## src/rtl/alarm_unit.sv

```systemverilog
// alarm_unit: programmable alarm stage behind the 12-hour BCD clock counter.
// Stores an alarm time, compares it against the running clock on each 1 Hz
// tick and drives the buzzer through a four-state FSM. The FSM supports
// snooze, stop and auto-timeout.
//
// Ports:
//   clk, reset (synchronous, active-low)
//   ena            1 Hz tick, one cycle wide
//   hh/mm/ss/pm    current time (BCD) and AM/PM
//   arm            alarm enable switch (level)
//   set_alarm      load pulse for set_hh/set_mm/set_pm
//   snooze, stop   user pulses
//   alarm_hh/mm/pm stored alarm time
//   ring           buzzer drive
//   state          00 IDLE, 01 ARMED, 10 RINGING, 11 SNOOZE
//   snooze_left    remaining snoozes for the current alarm event
//   set_err        one-cycle pulse when a set_alarm is rejected
//
// Optional feature: define ALARM_BEEP_EN to make ring toggle on each ena
// while RINGING, giving a 1 s on / 1 s off pattern. Without it, ring is
// held high for the whole RINGING period.
module alarm_unit #(
    parameter int unsigned SNOOZE_SEC = 300,
    parameter int unsigned RING_SEC   = 60,
    parameter int unsigned MAX_SNOOZE = 3
) (
    input  logic       clk,
    input  logic       reset,
    input  logic       ena,
    input  logic [7:0] hh,
    input  logic [7:0] mm,
    input  logic [7:0] ss,
    input  logic       pm,
    input  logic       arm,
    input  logic       set_alarm,
    input  logic [7:0] set_hh,
    input  logic [7:0] set_mm,
    input  logic       set_pm,
    input  logic       snooze,
    input  logic       stop,
    output logic [7:0] alarm_hh,
    output logic [7:0] alarm_mm,
    output logic       alarm_pm,
    output logic       ring,
    output logic [1:0] state,
    output logic [2:0] snooze_left,
    output logic       set_err
);

    localparam int unsigned CW = 9;

    localparam logic [1:0] S_IDLE    = 2'b00;
    localparam logic [1:0] S_ARMED   = 2'b01;
    localparam logic [1:0] S_RINGING = 2'b10;
    localparam logic [1:0] S_SNOOZE  = 2'b11;

    localparam logic [CW-1:0] RING_LIM = CW'(RING_SEC);
    localparam logic [CW-1:0] SNZ_LIM  = CW'(SNOOZE_SEC);
    localparam logic [2:0]    SNZ_MAX  = 3'(MAX_SNOOZE);

    logic [1:0]    state_d;
    logic [CW-1:0] ring_cnt, ring_cnt_d, ring_cnt_inc;
    logic [CW-1:0] snz_cnt, snz_cnt_d, snz_cnt_inc;
    logic [2:0]    left_d;
    logic          ring_d;
    logic          set_ok;
    logic          match;

    // Hour must be BCD 01..12, minute BCD 00..59, every nibble a decimal digit.
    function automatic logic hour_ok(input logic [7:0] v);
        return (v[7:4] == 4'd0 && v[3:0] >= 4'd1 && v[3:0] <= 4'd9) ||
               (v[7:4] == 4'd1 && v[3:0] <= 4'd2);
    endfunction

    function automatic logic minute_ok(input logic [7:0] v);
        return (v[7:4] <= 4'd5) && (v[3:0] <= 4'd9);
    endfunction

    assign set_ok = hour_ok(set_hh) && minute_ok(set_mm);

    // Match fires only at second zero of the alarm minute, on the tick.
    assign match = ena && (hh == alarm_hh) && (mm == alarm_mm) &&
                   (pm == alarm_pm) && (ss == 8'h00);

    // Saturating increments: counters never wrap.
    assign ring_cnt_inc = (ring_cnt == '1) ? ring_cnt : ring_cnt + CW'(1);
    assign snz_cnt_inc  = (snz_cnt == '1)  ? snz_cnt  : snz_cnt + CW'(1);

    // Next-state and next-output logic.
    always_comb begin
        state_d    = state;
        ring_cnt_d = ring_cnt;
        snz_cnt_d  = snz_cnt;
        left_d     = snooze_left;
        ring_d     = 1'b0;

        case (state)
            S_IDLE: begin
                if (arm) state_d = S_ARMED;
            end
            S_ARMED: begin
                if (match) begin
                    state_d    = S_RINGING;
                    ring_cnt_d = '0;
                end
            end
            S_RINGING: begin
                // A snooze with none left behaves as stop.
                if (stop || (snooze && snooze_left == 3'd0)) begin
                    state_d = S_ARMED;
                    left_d  = SNZ_MAX;
                end else if (snooze) begin
                    state_d   = S_SNOOZE;
                    snz_cnt_d = '0;
                    left_d    = snooze_left - 3'd1;
                end else if (ena) begin
                    ring_cnt_d = ring_cnt_inc;
                    if (ring_cnt_inc >= RING_LIM) begin
                        state_d = S_ARMED;
                        left_d  = SNZ_MAX;
                    end
                end
            end
            default: begin
                if (stop) begin
                    state_d = S_ARMED;
                    left_d  = SNZ_MAX;
                end else if (ena) begin
                    snz_cnt_d = snz_cnt_inc;
                    if (snz_cnt_inc >= SNZ_LIM) begin
                        state_d    = S_RINGING;
                        ring_cnt_d = '0;
                    end
                end
            end
        endcase

        // A valid new alarm time cancels the current alarm event.
        if (set_alarm && set_ok && (state == S_RINGING || state == S_SNOOZE)) begin
            state_d = S_ARMED;
            left_d  = SNZ_MAX;
        end

        if (!arm) state_d = S_IDLE;

`ifdef ALARM_BEEP_EN
        // Start high on entry, then toggle on each tick while ringing.
        if (state_d != S_RINGING) begin
            ring_d = 1'b0;
        end else if (state != S_RINGING) begin
            ring_d = 1'b1;
        end else if (ena) begin
            ring_d = ~ring;
        end else begin
            ring_d = ring;
        end
`else
        ring_d = (state_d == S_RINGING);
`endif
    end

    // State, counter and output registers.
    always_ff @(posedge clk) begin
        if (!reset) begin
            state       <= S_IDLE;
            ring_cnt    <= '0;
            snz_cnt     <= '0;
            snooze_left <= SNZ_MAX;
            ring        <= 1'b0;
            set_err     <= 1'b0;
            alarm_hh    <= 8'h12;
            alarm_mm    <= 8'h00;
            alarm_pm    <= 1'b0;
        end else begin
            state       <= state_d;
            ring_cnt    <= ring_cnt_d;
            snz_cnt     <= snz_cnt_d;
            snooze_left <= left_d;
            ring        <= ring_d;
            set_err     <= set_alarm && !set_ok;
            if (set_alarm && set_ok) begin
                alarm_hh <= set_hh;
                alarm_mm <= set_mm;
                alarm_pm <= set_pm;
            end
        end
    end

endmodule

```

## config.mk

```make
export PLATFORM = sky130hd
export DESIGN_NAME = alarm_unit
export DESIGN_NICKNAME = d
export VERILOG_FILES = /design/src/rtl/alarm_unit.sv
export SDC_FILE = /design/constraint.sdc
export NUM_CORES = 1
export LEC_CHECK = 0
export CORE_ASPECT_RATIO = 1.1
export CORE_MARGIN = 1.5
export CORE_UTILIZATION = 51
export CTS_CLUSTER_DIAMETER = 80
export DETAILED_ROUTE_END_ITERATION = 16
export PLACE_DENSITY = 0.85
export SETUP_SLACK_MARGIN = 0.15
export SYNTH_ARGS = -nofsm -noshare
export SYNTH_HDL_FRONTEND = slang
export SYNTH_SLANG_ARGS = --single-unit
```

## constraint.sdc

```tcl
create_clock -name clk -period 4.24 [get_ports clk]
set_input_delay 0.848 -clock clk [delete_from_list [all_inputs] [get_ports clk]]
set_output_delay 0.848 -clock clk [all_outputs]
set_load 0.005 [all_outputs]
```

==> reports/metrics.cfg <==
[synthesis]
syn_area_per_cell_um2 = 8.36
syn_inst = 295
syn-cell-area_um2 = 2470
ys_async_sr_fraction = 0
synth-seq-area-share = 0.341
synth_nets = 348
ys_top_cells_by_count = dfxtp_1 (42), nor2_1 (34), nand2_1 (28), a21oi_1 (15), o21ai_0 (15)
synth_area_leader_cell = dfxtp_1
synth.area.top_cells = dfxtp_1 (34%), mux2i_1 (5.3%), nor2_1 (5.2%)
ys_seq_elements = 42
synth.most_common_cell = dfxtp_1
synth_edf_count = 0
ys_types = 55
synth_top_area_share = 0.341
synthFlopType = dfxtp_1
synth_warnings = 0

[floorplan]
core_um2 = 4650
die_area_um2 = 5260
start_util = 0.530
die_w_um = 69.3
ios = 73
rows = 26
die_y_um = 76.0

[clock_network]
cts_root_buf = clkbuf_8
htree_num_levels = 2
cts_resized = 0
tritoncts = built
clk_pin_slew_ns = 0.08
cts_setup_buffers = 0
cts_buffers = 5
worstSkewPairLatency_ns = 0.30
cts_max_path_buffers = 2
cts_sinks = 42
holdBufCountCts = 0

[sta]
rsz0062_at_grt = false
tightest_slew_ns = 0.995
max_slew_margin = 0.336
fin_crit_ns = 2.98
finalCritPeriodShare = 0.704
final-hold-violation-count = 0
final.setup.tns_ns = 0
skew_ns = 0.00684
max_freq_ghz = 0.335
slew_viol_final = 0
finalSetupViolCount = 0

[pwr]
ir_worst_vdd_uv = 215
p_total_uw = 795
leakage_nw = 1.18
power.density_nw_per_um2 = 242

[routing]
routed_wl_um = 6650
drt-pass1-iter-count = 4
drc_errors = 0
vias_per_cell = 5.80
antenna_left = 0
wl_per_cell_um = 15.8
num_vias = 2436
drtIter0Drc = 141

[worst_hold_path]
hp-class = flip-flop to flip-flop

[worst_setup_path]
crit_family = simple AND/OR/NAND/NOR gates
crit_path_top_delay_cell = or4_1
cpPeakStageDelay_ns = 0.52
worstSetupPathType = input pin to flip-flop
worstPathCellList = clkdlybuf4s50_1, or4_1, o22ai_1, nor2_1, and2_1, a21o_1, a21oi_1, and4_2
critical_path.max_fanout = 19
start_kind = input pin
cp_data_required_time_ns = 4.48
cp-end-kind = flip-flop
crit_buf_inv = 1
worstPathArrival_ns = 3.22

[place]
portBuffers = 72
dp_hpwl_um = 5030
dp.cells = 412
place_congestion = 0.932

[final_layout]
ff_latch_area_um2 = 841
fin_nets = 416
multi_input_area_um2 = 1490
stdcell_count = 420
area_growth_pct = 33.2
antenna_cells = 0
nFillCells = 379
drive_above_1_share = 0.0659

[global_routing]
track_usage = 0.259
grt_max_degree = 26
overflow = 0
grt_pass1_vias = 2334
grt_pass1_wl_um = 11100
antenna_found_initial = 0

[run_status]
status = finished, final reports clean

[run]
drv_cap = 0

-- layout by cell type, fill, tap and decap left out, types with 5 or more instances in the layout --
| cell type | instances |
|---|---|
| o21a_1 | 5 |
| nor2_1 | 34 |
| dfxtp_1 | 42 |
| nor3_1 | 7 |
| nand4_1 | 5 |
| nand2_1 | 28 |
| xnor2_1 | 5 |
| o21ai_0 | 15 |
| clkbuf_8 | 5 |
| xor2_1 | 14 |
| nand3_1 | 12 |
| clkdlybuf4s50_1 | 72 |
| mux2i_1 | 13 |
| nor4_1 | 6 |
| a31oi_1 | 13 |
| a21oi_1 | 15 |
| inv_1 | 9 |
-- sequential cells by signal, indices dropped and copies added (netlist names), 2 cells and up --
name / cells
snooze_left: 3
snz_cnt: 9
ring_cnt: 9
alarm_mm: 8
state: 2
alarm_hh: 8
-- metal layers --
metal  share of wire  global-route usage  vias up
met5               0                   0        -
li1                -                   -     1204
met1            0.43               0.319     1177
met4           0.014              0.0745        0
met3           0.032              0.0439       10
met2            0.53               0.459       45
-- power by group --
part | leakage [nW] | internal, mW | switching [mW]
registers | 0.339 | 0.395 | 0.00183
logic | 0.790 | 0.0523 | 0.0283
clock network | 0.0514 | 0.176 | 0.141
-- area by class of cell --
class | instances | area share
Tap cell | 56 | 0.0213
Timing Repair Buffer | 74 | 0.224
Clock buffer | 6 | 0.0221
Sequential cell | 42 | 0.256
Inverter | 10 | 0.0114
Clock inverter | 2 | 0.0114
Multi-Input combinational cell | 230 | 0.454
-- path summary, 6_finish.rpt --
path	to	depth (start not counted)	from	slack (ns)
max	ring	8	set_hh[1]	1.26
min	alarm_hh[5]	1	alarm_hh[5]	0.51
max reg2reg	snooze_left[1]	7	ring_cnt[0]	1.81
min reg2reg	alarm_hh[5]	1	alarm_hh[5]	0.51
-- metrics by stage --
stage                     instance area [µm²]  utilization  hold slack (ns)  worst slack (ns)
after floorplan                          2470            -            0.472              1.84
after global routing                     3290        0.707            0.539              1.11
after detailed placement                 3180        0.683            0.498             0.967
final                                    3290        0.707            0.511              1.26
after global placement                   3180        0.683            0.493              1.04
after CTS                                3290        0.707            0.513              1.27
-- kinds of logic (layout without fill, tap and decap cells) --
family                     count (synthesis)  count (layout)  share of synthesized area
xor gates and xnor gates                  19              19                     0.0674
DFF                                       42              42                      0.341
buffers and inverters                     23              92                     0.0543
muxes                                     13              13                     0.0527
AOI/OAI and AO/OA                         72              72                      0.208
adders and majority gates                  4               4                     0.0203
and+or+nand+nor                          122             122                      0.256
(Power assumes the default switching activity.)
